### src/rtl/lsu_align_if.sv
// Purpose: core-side request/response and memory-side bus bundle for lsu_align.
// Latency: wires only, no state.
// Backpressure: none here; stalls are carried by o_busy and i_mem_ack.
interface lsu_align_if;
   // Core request
   logic        i_req;
   logic        i_we;
   logic [2:0]  i_funct3;
   logic [31:0] i_addr;
   logic [31:0] i_wdata;

   // Core status / load result
   logic        o_busy;
   logic        o_done;
   logic        o_err_access;
   logic        o_err_timeout;
   logic [31:0] o_ld_data;
   logic [3:0]  o_ld_mask;
   logic        o_ld_unsigned;

   // Memory side
   logic        o_mem_req;
   logic        o_mem_we;
   logic [31:0] o_mem_addr;
   logic [31:0] o_mem_wdata;
   logic [3:0]  o_mem_be;
   logic        i_mem_ack;
   logic [31:0] i_mem_rdata;

   // The aligner itself: consumes core requests and memory responses
   modport slave (
      input  i_req, i_we, i_funct3, i_addr, i_wdata,
      input  i_mem_ack, i_mem_rdata,
      output o_busy, o_done, o_err_access, o_err_timeout,
      output o_ld_data, o_ld_mask, o_ld_unsigned,
      output o_mem_req, o_mem_we, o_mem_addr, o_mem_wdata, o_mem_be
   );

   // The environment: drives core requests and plays the memory
   modport master (
      output i_req, i_we, i_funct3, i_addr, i_wdata,
      output i_mem_ack, i_mem_rdata,
      input  o_busy, o_done, o_err_access, o_err_timeout,
      input  o_ld_data, o_ld_mask, o_ld_unsigned,
      input  o_mem_req, o_mem_we, o_mem_addr, o_mem_wdata, o_mem_be
   );
endinterface

### src/rtl/lsu_align.sv
// Purpose: RISC-V load/store aligner: size/alignment check, byte enables, store lane replication, load shift.
// Latency: request at N, o_mem_req from N+1, ack at N+k, o_done at N+k+1; illegal request done at N+1.
// Backpressure: o_busy stalls the core in ACCESS/RESP; memory stalls by withholding i_mem_ack up to TIMEOUT cycles.
module lsu_align #(
   parameter int unsigned TIMEOUT = 16
) (
   input logic        i_clk,
   input logic        i_reset,
   lsu_align_if.slave bus
);

   localparam logic [7:0] TMO = TIMEOUT[7:0];

   typedef enum logic [1:0] {
      IDLE   = 2'd0,
      ACCESS = 2'd1,
      RESP   = 2'd2
   } state_t;

   state_t      state_q;
   logic [7:0]  cnt_q;

   // Captured request attributes needed after the request is gone
   logic        we_q;
   logic [2:0]  f3_q;
   logic [1:0]  alo_q;

   // Registered outputs
   logic        busy_q;
   logic        done_q;
   logic        err_acc_q;
   logic        err_tmo_q;
   logic        mem_req_q;
   logic        mem_we_q;
   logic [31:0] mem_addr_q;
   logic [31:0] mem_wdata_q;
   logic [3:0]  mem_be_q;
   logic [31:0] ld_data_q;
   logic [3:0]  ld_mask_q;
   logic        ld_uns_q;

   // Request decode (valid only while IDLE samples i_req)
   logic        req_illegal;
   logic [3:0]  req_be;
   logic [31:0] req_wdata;

   // Load completion values derived from the captured request
   logic [31:0] ld_data_d;
   logic [3:0]  ld_mask_d;

   // Decode size code and address into legality, byte enables and replicated store data
   always_comb begin
      req_illegal = 1'b0;
      req_be      = 4'b0000;
      req_wdata   = bus.i_wdata;
      case (bus.i_funct3[1:0])
         2'b00: begin
            req_be    = 4'b0001 << bus.i_addr[1:0];
            req_wdata = {4{bus.i_wdata[7:0]}};
         end
         2'b01: begin
            req_be      = 4'b0011 << {bus.i_addr[1], 1'b0};
            req_wdata   = {2{bus.i_wdata[15:0]}};
            req_illegal = bus.i_addr[0];
         end
         2'b10: begin
            req_be      = 4'b1111;
            req_illegal = (bus.i_addr[1:0] != 2'b00);
         end
         default: begin
            req_illegal = 1'b1;
         end
      endcase
      // 110 has no unsigned-word meaning on RV32; unsigned codes have no store form
      if (bus.i_funct3 == 3'b110) begin
         req_illegal = 1'b1;
      end
      if (bus.i_we && bus.i_funct3[2]) begin
         req_illegal = 1'b1;
      end
   end

   // Shift the returned word so the addressed byte lands in [7:0], and size the mask
   always_comb begin
      ld_data_d = bus.i_mem_rdata >> {alo_q, 3'b000};
      case (f3_q[1:0])
         2'b00:   ld_mask_d = 4'b0001;
         2'b01:   ld_mask_d = 4'b0011;
         2'b10:   ld_mask_d = 4'b1111;
         default: ld_mask_d = 4'b0000;
      endcase
   end

   // Control FSM with all outputs registered
   always_ff @(posedge i_clk) begin
      if (i_reset) begin
         state_q     <= IDLE;
         cnt_q       <= 8'd0;
         we_q        <= 1'b0;
         f3_q        <= 3'b000;
         alo_q       <= 2'b00;
         busy_q      <= 1'b0;
         done_q      <= 1'b0;
         err_acc_q   <= 1'b0;
         err_tmo_q   <= 1'b0;
         mem_req_q   <= 1'b0;
         mem_we_q    <= 1'b0;
         mem_addr_q  <= 32'd0;
         mem_wdata_q <= 32'd0;
         mem_be_q    <= 4'b0000;
         ld_data_q   <= 32'd0;
         ld_mask_q   <= 4'b0000;
         ld_uns_q    <= 1'b0;
      end else begin
         // Completion flags are single-cycle pulses unless set below
         done_q    <= 1'b0;
         err_acc_q <= 1'b0;
         err_tmo_q <= 1'b0;
         case (state_q)
            IDLE: begin
               if (bus.i_req) begin
                  we_q   <= bus.i_we;
                  f3_q   <= bus.i_funct3;
                  alo_q  <= bus.i_addr[1:0];
                  busy_q <= 1'b1;
                  if (req_illegal) begin
                     // Rejected without touching memory
                     state_q   <= RESP;
                     done_q    <= 1'b1;
                     err_acc_q <= 1'b1;
                     if (!bus.i_we) begin
                        ld_data_q <= 32'd0;
                        ld_mask_q <= 4'b0000;
                        ld_uns_q  <= 1'b0;
                     end
                  end else begin
                     state_q     <= ACCESS;
                     cnt_q       <= 8'd1;
                     mem_req_q   <= 1'b1;
                     mem_we_q    <= bus.i_we;
                     mem_addr_q  <= {bus.i_addr[31:2], 2'b00};
                     mem_wdata_q <= req_wdata;
                     mem_be_q    <= req_be;
                  end
               end
            end

            ACCESS: begin
               if (bus.i_mem_ack || (cnt_q == TMO)) begin
                  // Ack wins over a timeout landing in the same cycle
                  state_q     <= RESP;
                  cnt_q       <= 8'd0;
                  done_q      <= 1'b1;
                  err_tmo_q   <= !bus.i_mem_ack;
                  mem_req_q   <= 1'b0;
                  mem_we_q    <= 1'b0;
                  mem_addr_q  <= 32'd0;
                  mem_wdata_q <= 32'd0;
                  mem_be_q    <= 4'b0000;
                  if (!we_q) begin
                     if (bus.i_mem_ack) begin
                        ld_data_q <= ld_data_d;
                        ld_mask_q <= ld_mask_d;
                        ld_uns_q  <= f3_q[2];
                     end else begin
                        ld_data_q <= 32'd0;
                        ld_mask_q <= 4'b0000;
                        ld_uns_q  <= 1'b0;
                     end
                  end
               end else begin
                  cnt_q <= cnt_q + 8'd1;
               end
            end

            RESP: begin
               state_q <= IDLE;
               busy_q  <= 1'b0;
            end

            default: begin
               state_q <= IDLE;
               busy_q  <= 1'b0;
            end
         endcase
      end
   end

   assign bus.o_busy        = busy_q;
   assign bus.o_done        = done_q;
   assign bus.o_err_access  = err_acc_q;
   assign bus.o_err_timeout = err_tmo_q;
   assign bus.o_mem_req     = mem_req_q;
   assign bus.o_mem_we      = mem_we_q;
   assign bus.o_mem_addr    = mem_addr_q;
   assign bus.o_mem_wdata   = mem_wdata_q;
   assign bus.o_mem_be      = mem_be_q;
   assign bus.o_ld_data     = ld_data_q;
   assign bus.o_ld_mask     = ld_mask_q;
   assign bus.o_ld_unsigned = ld_uns_q;

endmodule

### src/flat_wrapper.sv
// flat-port wrapper written by rule: the top's interface ports become plain ports
module lsu_align_flat 
#(
   parameter int unsigned TIMEOUT = 16
)
  (i_clk, i_reset, bus_i_req, bus_i_we, bus_i_funct3, bus_i_addr, bus_i_wdata, bus_i_mem_ack, bus_i_mem_rdata, bus_o_busy, bus_o_done, bus_o_err_access, bus_o_err_timeout, bus_o_ld_data, bus_o_ld_mask, bus_o_ld_unsigned, bus_o_mem_req, bus_o_mem_we, bus_o_mem_addr, bus_o_mem_wdata, bus_o_mem_be);
  lsu_align_if bus_i ();
  input logic i_clk;
  input logic i_reset;
  input wire logic [$bits(bus_i.i_req)-1:0] bus_i_req;
  input wire logic [$bits(bus_i.i_we)-1:0] bus_i_we;
  input wire logic [$bits(bus_i.i_funct3)-1:0] bus_i_funct3;
  input wire logic [$bits(bus_i.i_addr)-1:0] bus_i_addr;
  input wire logic [$bits(bus_i.i_wdata)-1:0] bus_i_wdata;
  input wire logic [$bits(bus_i.i_mem_ack)-1:0] bus_i_mem_ack;
  input wire logic [$bits(bus_i.i_mem_rdata)-1:0] bus_i_mem_rdata;
  output wire logic [$bits(bus_i.o_busy)-1:0] bus_o_busy;
  output wire logic [$bits(bus_i.o_done)-1:0] bus_o_done;
  output wire logic [$bits(bus_i.o_err_access)-1:0] bus_o_err_access;
  output wire logic [$bits(bus_i.o_err_timeout)-1:0] bus_o_err_timeout;
  output wire logic [$bits(bus_i.o_ld_data)-1:0] bus_o_ld_data;
  output wire logic [$bits(bus_i.o_ld_mask)-1:0] bus_o_ld_mask;
  output wire logic [$bits(bus_i.o_ld_unsigned)-1:0] bus_o_ld_unsigned;
  output wire logic [$bits(bus_i.o_mem_req)-1:0] bus_o_mem_req;
  output wire logic [$bits(bus_i.o_mem_we)-1:0] bus_o_mem_we;
  output wire logic [$bits(bus_i.o_mem_addr)-1:0] bus_o_mem_addr;
  output wire logic [$bits(bus_i.o_mem_wdata)-1:0] bus_o_mem_wdata;
  output wire logic [$bits(bus_i.o_mem_be)-1:0] bus_o_mem_be;
  assign bus_i.i_req = bus_i_req;
  assign bus_i.i_we = bus_i_we;
  assign bus_i.i_funct3 = bus_i_funct3;
  assign bus_i.i_addr = bus_i_addr;
  assign bus_i.i_wdata = bus_i_wdata;
  assign bus_i.i_mem_ack = bus_i_mem_ack;
  assign bus_i.i_mem_rdata = bus_i_mem_rdata;
  assign bus_o_busy = bus_i.o_busy;
  assign bus_o_done = bus_i.o_done;
  assign bus_o_err_access = bus_i.o_err_access;
  assign bus_o_err_timeout = bus_i.o_err_timeout;
  assign bus_o_ld_data = bus_i.o_ld_data;
  assign bus_o_ld_mask = bus_i.o_ld_mask;
  assign bus_o_ld_unsigned = bus_i.o_ld_unsigned;
  assign bus_o_mem_req = bus_i.o_mem_req;
  assign bus_o_mem_we = bus_i.o_mem_we;
  assign bus_o_mem_addr = bus_i.o_mem_addr;
  assign bus_o_mem_wdata = bus_i.o_mem_wdata;
  assign bus_o_mem_be = bus_i.o_mem_be;
  lsu_align #(.TIMEOUT(TIMEOUT)) u_core (.i_clk(i_clk), .i_reset(i_reset), .bus(bus_i));
endmodule
### config.mk
export PLATFORM = sky130hd
export DESIGN_NAME = lsu_align_flat
export DESIGN_NICKNAME = d
export VERILOG_FILES = /design/src/rtl/lsu_align_if.sv /design/src/rtl/lsu_align.sv /design/src/flat_wrapper.sv
export SDC_FILE = /design/constraint.sdc
export NUM_CORES = 1
export LEC_CHECK = 0
export BUFFER_PORTS_ARGS = -buffer_cell sky130_fd_sc_hd__clkbuf_2
export CAP_MARGIN = 10
export CELL_PAD_IN_SITES_DETAIL_PLACEMENT = 0
export CELL_PAD_IN_SITES_GLOBAL_PLACEMENT = 1
export CORE_UTILIZATION = 36
export DETAILED_ROUTE_END_ITERATION = 16
export GPL_TIMING_DRIVEN = 0
export PLACE_DENSITY = 0.83
export SLEW_MARGIN = 20
export SYNTH_ARGS = -nofsm -noshare
export SYNTH_HDL_FRONTEND = slang
export SYNTH_SLANG_ARGS = --single-unit
### constraint.sdc
create_clock -name i_clk -period 2.4 [get_ports i_clk]
set_input_delay 0.36 -clock i_clk [delete_from_list [all_inputs] [get_ports i_clk]]
set_output_delay 0.36 -clock i_clk [all_outputs]
set_load 0.01 [all_outputs]
==> reports/metrics.yaml, run 1 <==
critPathMaxStageDelay_ns: 0.46
ys_warn_count: 0
crit_slowest_cell: "nor4bb_2"
cpMostUsedCell: "buf_6"
die_y_microns: 124
holdCritPathClass: "in2reg"
grt_pass1_wl_mm: 25.7
avgSynthCellArea_sq_um: 9.88
io_pins: 215
rsz0062_at_grt: "false"
wl_met1_mm: 7.03
end_kind: "register"
port_buffers: 212
ys_top_cells_by_count: "124 x dfxtp_1, 76 x mux2i_1, 69 x nand2_1, 43 x nand2b_1, 40 x a22o_1"
cts-buffers-inserted: 17
hold_buffers: 0
routed_wl_mm: 16.2
worstPathRequired_ns: 2.67
cts.path.max_buffers: 2
start_util: 0.370
ys_top_cells_by_area: "dfxtp_1 46%, mux2i_1 14%, a22o_1 6.5%"
cts_tree: "yes"
area_growth_pct: 35.5
postSynthCellCount: 546
core_sq_mm: 0.0146
period_minus_slack_ns: 2.19
fin_crit_sh: 0.914
drive_gt1_frac: 0.356
wl_met2_mm: 7.49
report.final.slew_viol_count: 0
diodes: 0
grt_start_max_net_pins: 17
drtIter0Drc: 311
rows: 44
status: "completed"
worstMarginPinSlew_ns: 0.898
layout.nets: 889
die_area_sq_mm: 0.0155
drc: 0
fin_skew_ns: 0.00524
postRouteAntennaNets: 0
die_w_microns: 124
power_leakage_nw: 3.22
wl_per_cell_microns: 16.6
ir_drop_uv: 455
preCtsSetupSlack_ns: -0.0891
yosysTopAreaCell: "dfxtp_1"
clk_pin_slew_ns: 0.06
synth-main-ff-cell: "dfxtp_1"
grt_antenna_before_repair: 0
dp_hpwl_mm: 12.6
hold_viol: 0
setup_ws_ns: 0.207
crit_fanout: 10
relSlewSlack: 0.399
routed_via_density: 5.08
finalSetupViolations: 0
arrival_ns: 2.46
clock_sinks: 124
fmax_mhz: 456
synthArstFlopShare: 0
drv_cap: 0
ys_seq_area_frac: 0.460
insertion_delay_ns: 0.41
syn-cell-area_sq_mm: 0.00539
critPathLaunchType: "register"
synth.most_common_cell: "dfxtp_1"
num_vias: 4972
top_layer: "met4"
grt-ovfl-total: 0
root_buffer: "clkbuf_16"
ys_types: 48
setup-tns-final_ns: 0
synth-edff-count: 0
first_global_vias: 4911
grt.total_usage: 0.210
wl_met3_mm: 1.37
worstPathCellList: "inv_1, ha_1, nor4bb_2, a211oi_2, o21ba_1, clkbuf_1, buf_6, buf_6, o2bb2ai_1"
synth_top_area_frac: 0.460
power_density_mw_per_mm2: 716
routabilityCongestion: 0.870
crit_type: "reg2reg"
htree_levels: 4
dr.pass1.iters: 5
synth-seq-cells: 124
==> report_power, final <==
part           internal [mW]  switching, mW
clock network           1.45          0.948
registers               2.13         0.0456
logic                  0.290          0.361
total                   3.88           1.36
==> logic make-up (layout without fill, tap and decap cells) <==
| kind of cell | count (synthesis) | in the layout | synth area share |
|---|---|---|---|
| buffers and inverters | 52 | 299 | 0.0455 |
| AO/OA/AOI/OAI | 137 | 137 | 0.192 |
| other | 1 | 2 | 0.000695 |
| AND/OR/NAND/NOR | 143 | 143 | 0.133 |
| flip-flops | 124 | 124 | 0.460 |
| multiplexers | 84 | 84 | 0.158 |
| XOR/XNOR | 1 | 1 | 0.00162 |
| adder cells (fa/ha/maj) | 4 | 4 | 0.00928 |
==> timing repair <==
item | in CTS | in global routing
endpoints found under the setup margin | 18 | 72
buffers inserted | 0 | 4
gates resized for setup | 2 | 5
==> placed cells by master, fill, tap and decap left out, types with 17 or more instances in the layout <==
| master | synthesis | routed |
|---|---|---|
| clkbuf_2 | 0 | 213 |
| o21ai_0 | 18 | 18 |
| o2bb2ai_1 | 28 | 28 |
| a21oi_1 | 21 | 21 |
| a22o_1 | 40 | 40 |
| clkbuf_1 | 23 | 23 |
| nand2_1 | 69 | 69 |
| nand2b_1 | 43 | 43 |
| clkbuf_16 | 0 | 17 |
| dfxtp_1 | 124 | 124 |
| mux2i_1 | 76 | 76 |
==> flip-flops by register name (all words and copies together) (netlist names) <==
signal	flops
u_core.bus.o_ld_data	32
u_core.bus.o_mem_wdata	32
u_core.bus.o_mem_addr	30
u_core.cnt_q	8
u_core.bus.o_mem_be	4
u_core.bus.o_ld_mask	3
u_core.f3_q	3
u_core.alo_q	2
u_core.state_q	2
u_core.bus.o_busy	1
u_core.bus.o_done	1
u_core.bus.o_err_access	1
u_core.bus.o_err_timeout	1
u_core.bus.o_ld_unsigned	1
u_core.bus.o_mem_req	1
u_core.bus.o_mem_we	1
u_core.we_q	1
==> critical path: cells and delay by family, from the launching register on <==
family / cells / cell delay, ns
and+or+nand+nor: 1 / 0.46
DFF: 1 / 0.33
adders and majority gates: 1 / 0.15
buffers and inverters: 4 / 0.58
AOI/OAI and AO/OA: 3 / 0.53
==> final timing paths <==
path	to	startpoint	cells after the start	slack [ns]
setup / recovery	u_core.bus.o_mem_wdata[20]$_SDFFE_PP0P_	u_core.cnt_q[0]$_SDFFE_PP0P_	9	0.21
hold / removal	u_core.bus.o_mem_addr[14]$_SDFFE_PP0P_	bus_i_addr[14]	2	0.15
setup reg to reg	u_core.bus.o_mem_wdata[20]$_SDFFE_PP0P_	u_core.cnt_q[0]$_SDFFE_PP0P_	9	0.21
hold reg to reg	u_core.we_q$_SDFFE_PP0P_	u_core.we_q$_SDFFE_PP0P_	2	0.46
==> metrics by stage <==
| step | total power, mW | instance area [sq um] | cells | utilization | hold WS (ns) |
|---|---|---|---|---|---|
| global placement | 2.85 | 6690 | 943 | 0.458 | 0.443 |
| floorplan | 2.58 | 5400 | 547 | - | 0.431 |
| detailed placement | 2.86 | 6690 | 943 | 0.458 | 0.447 |
| CTS | 5.27 | 7260 | 975 | 0.498 | 0.137 |
| finish | 5.23 | 7310 | 978 | 0.501 | 0.154 |
| global route | 5.46 | 7310 | 978 | 0.501 | 0.140 |
==> final cells by class <==
class,count,area [sq um]
multi-input combinational,371,2700
clock inverter,13,119
timing repair buffer,216,1090
buffer,43,215
tap,184,230
inverter,8,30.0
sequential,124,2480
clock buffer,19,443
fill,1383,7280
==> per-layer routing <==
layer / up-vias / GRT usage
met2: 223 / 0.334
met1: 2285 / 0.261
met5: - / 0
met4: 0 / 0.0751
met3: 23 / 0.0722
li1: 2441 / -
Note: power is estimated with default switching activity, not from simulation.
==> inputs of run 2 (changes only) <==
--- a/config.mk
+++ b/config.mk
@@ -11,7 +11,6 @@
 export CELL_PAD_IN_SITES_GLOBAL_PLACEMENT = 1
 export CORE_UTILIZATION = 36
 export DETAILED_ROUTE_END_ITERATION = 16
-export GPL_TIMING_DRIVEN = 0
 export PLACE_DENSITY = 0.83
 export SLEW_MARGIN = 20
 export SYNTH_ARGS = -nofsm -noshare
==> run 2 against run 1 <==
Clock skew up 0.0056 ns. Flip-flop and latch count unchanged. Design area down 0.89%. Final cell count down 2.9%. Fmax up 6.9%. Sequential share of layout area up 0.31 points. Critical path type unchanged. Combinational power down 4.5%. Non-clock buffer count down 28. Sequential power about the same. Power down 1.0%.
==> reports/metrics.yaml, run 2 (synthesis gave the netlist of run 1 again) <==
critPathLaunchType: "register"
fin_crit_sh: 0.855  # -0.0592
start_util: 0.370  # unchanged
preCtsSetupSlack_ns: 0.107  # +0.196 ns
fmax_mhz: 488  # +6.9%
finalSetupViolations: 0  # unchanged
instances_no_fill: 950  # -2.9%
dp_cells: 918  # -2.7%
clock_sinks: 124  # unchanged
grt_start_max_net_pins: 55  # +38
fin_skew_ns: 0.0108  # +0.00555 ns
power_mw: 5.18  # -1.0%
final_common_cell: "clkbuf_2"
routed_via_density: 5.09  # about the same
final_cell_mix: "212 x clkbuf_2, 124 x dfxtp_1, 76 x mux2i_1"
drv_cap: 0  # unchanged
grt-ovfl-total: 0  # unchanged
postRouteAntennaNets: 0  # unchanged
period_minus_slack_ns: 2.05  # -0.142 ns
setup_ws_ns: 0.349  # +0.142 ns
crit_type: "reg2reg"
drive_gt1_frac: 0.366  # +0.00911
hold_buffers: 0  # unchanged
setup-tns-final_ns: 0  # unchanged
crit_slowest_cell: "nor4bb_1"
worstPathCellList: "inv_1, ha_1, nor4bb_1, buf_4, a21oi_1, o32ai_4, buf_12, mux2i_1"
crit_family: "buffers and inverters"
root_buffer: "clkbuf_16"
io_pins: 215  # unchanged
dr.pass1.iters: 4  # -1
cts_resized: 0  # -2
relSlewSlack: 0.596  # +0.197
holdCritPathClass: "in2reg"
rsz0062_at_grt: "false"
report.final.slew_viol_count: 0  # unchanged
grt.total_usage: 0.198  # -0.0120
power_density_mw_per_mm2: 715  # -0.12%
htree_levels: 4  # unchanged
clk_pin_slew_ns: 0.06  # about the same
power_leakage_nw: 3.18  # -1.3%
grt_pass1_wl_mm: 24.4  # -4.9%
dp_hpwl_mm: 11.5  # -8.8%
die_y_microns: 124  # unchanged
core_sq_mm: 0.0146  # unchanged
layout.nets: 861  # -3.1%
insertion_delay_ns: 0.41  # about the same
port_buffers: 212  # unchanged
num_vias: 4832  # -2.8%
wl_per_cell_microns: 16.0  # -3.3%
crit_fanout: 36  # +26
die_w_microns: 124  # unchanged
worstPathRequired_ns: 2.73  # +0.06 ns
ir_drop_uv: 427  # -6.1%
first_global_vias: 4738  # -3.5%
status: "completed"
postCtsSetupBuffers: 0  # unchanged
critPathBufInv: 3  # -1
critPathMaxStageDelay_ns: 0.38  # -0.08 ns
grt_antenna_before_repair: 0  # unchanged
hold_viol: 0  # unchanged
routabilityCongestion: 0.870  # about the same
die_area_sq_mm: 0.0155  # unchanged
end_kind: "register"
diodes: 0  # unchanged
worstMarginPinSlew_ns: 0.605  # -0.293 ns
rows: 44  # unchanged
cts.path.max_buffers: 2  # unchanged
utilization: 0.496  # -0.00446
routed_wl_mm: 15.2  # -6.1%
drtIter0Drc: 190  # -39%
arrival_ns: 2.38  # -0.08 ns
area_growth_pct: 34.3
cts-buffers-inserted: 17  # unchanged
drc: 0  # unchanged
cts_tree: "yes"
## run 2: cell count changes in the layout (fill, tap and decap cells not counted), sizes merged
cell / change
clkbuf: -23
buf: -5
inv: +5
clkinv: -3
bufinv: -1
clkinvlp: -1
## run 2: power breakdown
part           leakage [nW]  internal (mW)  switching [mW]
clock                 0.264           1.37            1.00
combinational          1.91          0.284           0.338
sequential             1.01           2.13          0.0491
## run 2: worst reg2reg max path: cells and delay by family, from the launching register on
family,cells,cell delay [ns]
buffers and inverters,3,0.58
and+or+nand+nor,1,0.38
DFF,1,0.32
AOI/OAI and AO/OA,2,0.28
muxes,1,0.26
adders and majority gates,1,0.15
## run 2: metrics by stage
| step | instance area [sq um] | hold slack (ns) |
|---|---|---|
| finish | 7240 | 0.156 |
| global route | 7240 | 0.137 |
| CTS | 7240 | 0.133 |
| detailed placement | 6690 | 0.449 |
| global placement | 6690 | 0.440 |
| floorplan | 5400 | 0.431 |
## run 2: per-layer routing
layer / wire (microns) / global-route usage / share of wire
met5: 0 / 0 / 0
met1: 6660 / 0.241 / 0.44
met2: 7230 / 0.325 / 0.48
met4: 229 / 0.0638 / 0.015
met3: 1110 / 0.0687 / 0.073
## run 2: cell type report
class,instances,area [sq um]
fill,1333,7350
tap,184,230
inverter,8,30.0
sequential,124,2480
multi-input combinational,371,2710
timing repair buffer,231,1240
clock inverter,13,109
clock buffer,19,443
## run 2: worst paths after layout
check             cells past startpoint                         start  slack (ns)                                      to
setup / recovery                      8  u_core.cnt_q[0]$_SDFFE_PP0P_        0.35   u_core.bus.o_ld_data[11]$_SDFFE_PP0P_
hold / removal                        2                bus_i_addr[19]        0.16  u_core.bus.o_mem_addr[19]$_SDFFE_PP0P_
setup reg to reg                      8  u_core.cnt_q[0]$_SDFFE_PP0P_        0.35   u_core.bus.o_ld_data[11]$_SDFFE_PP0P_
hold reg to reg                       2      u_core.we_q$_SDFFE_PP0P_        0.46                u_core.we_q$_SDFFE_PP0P_
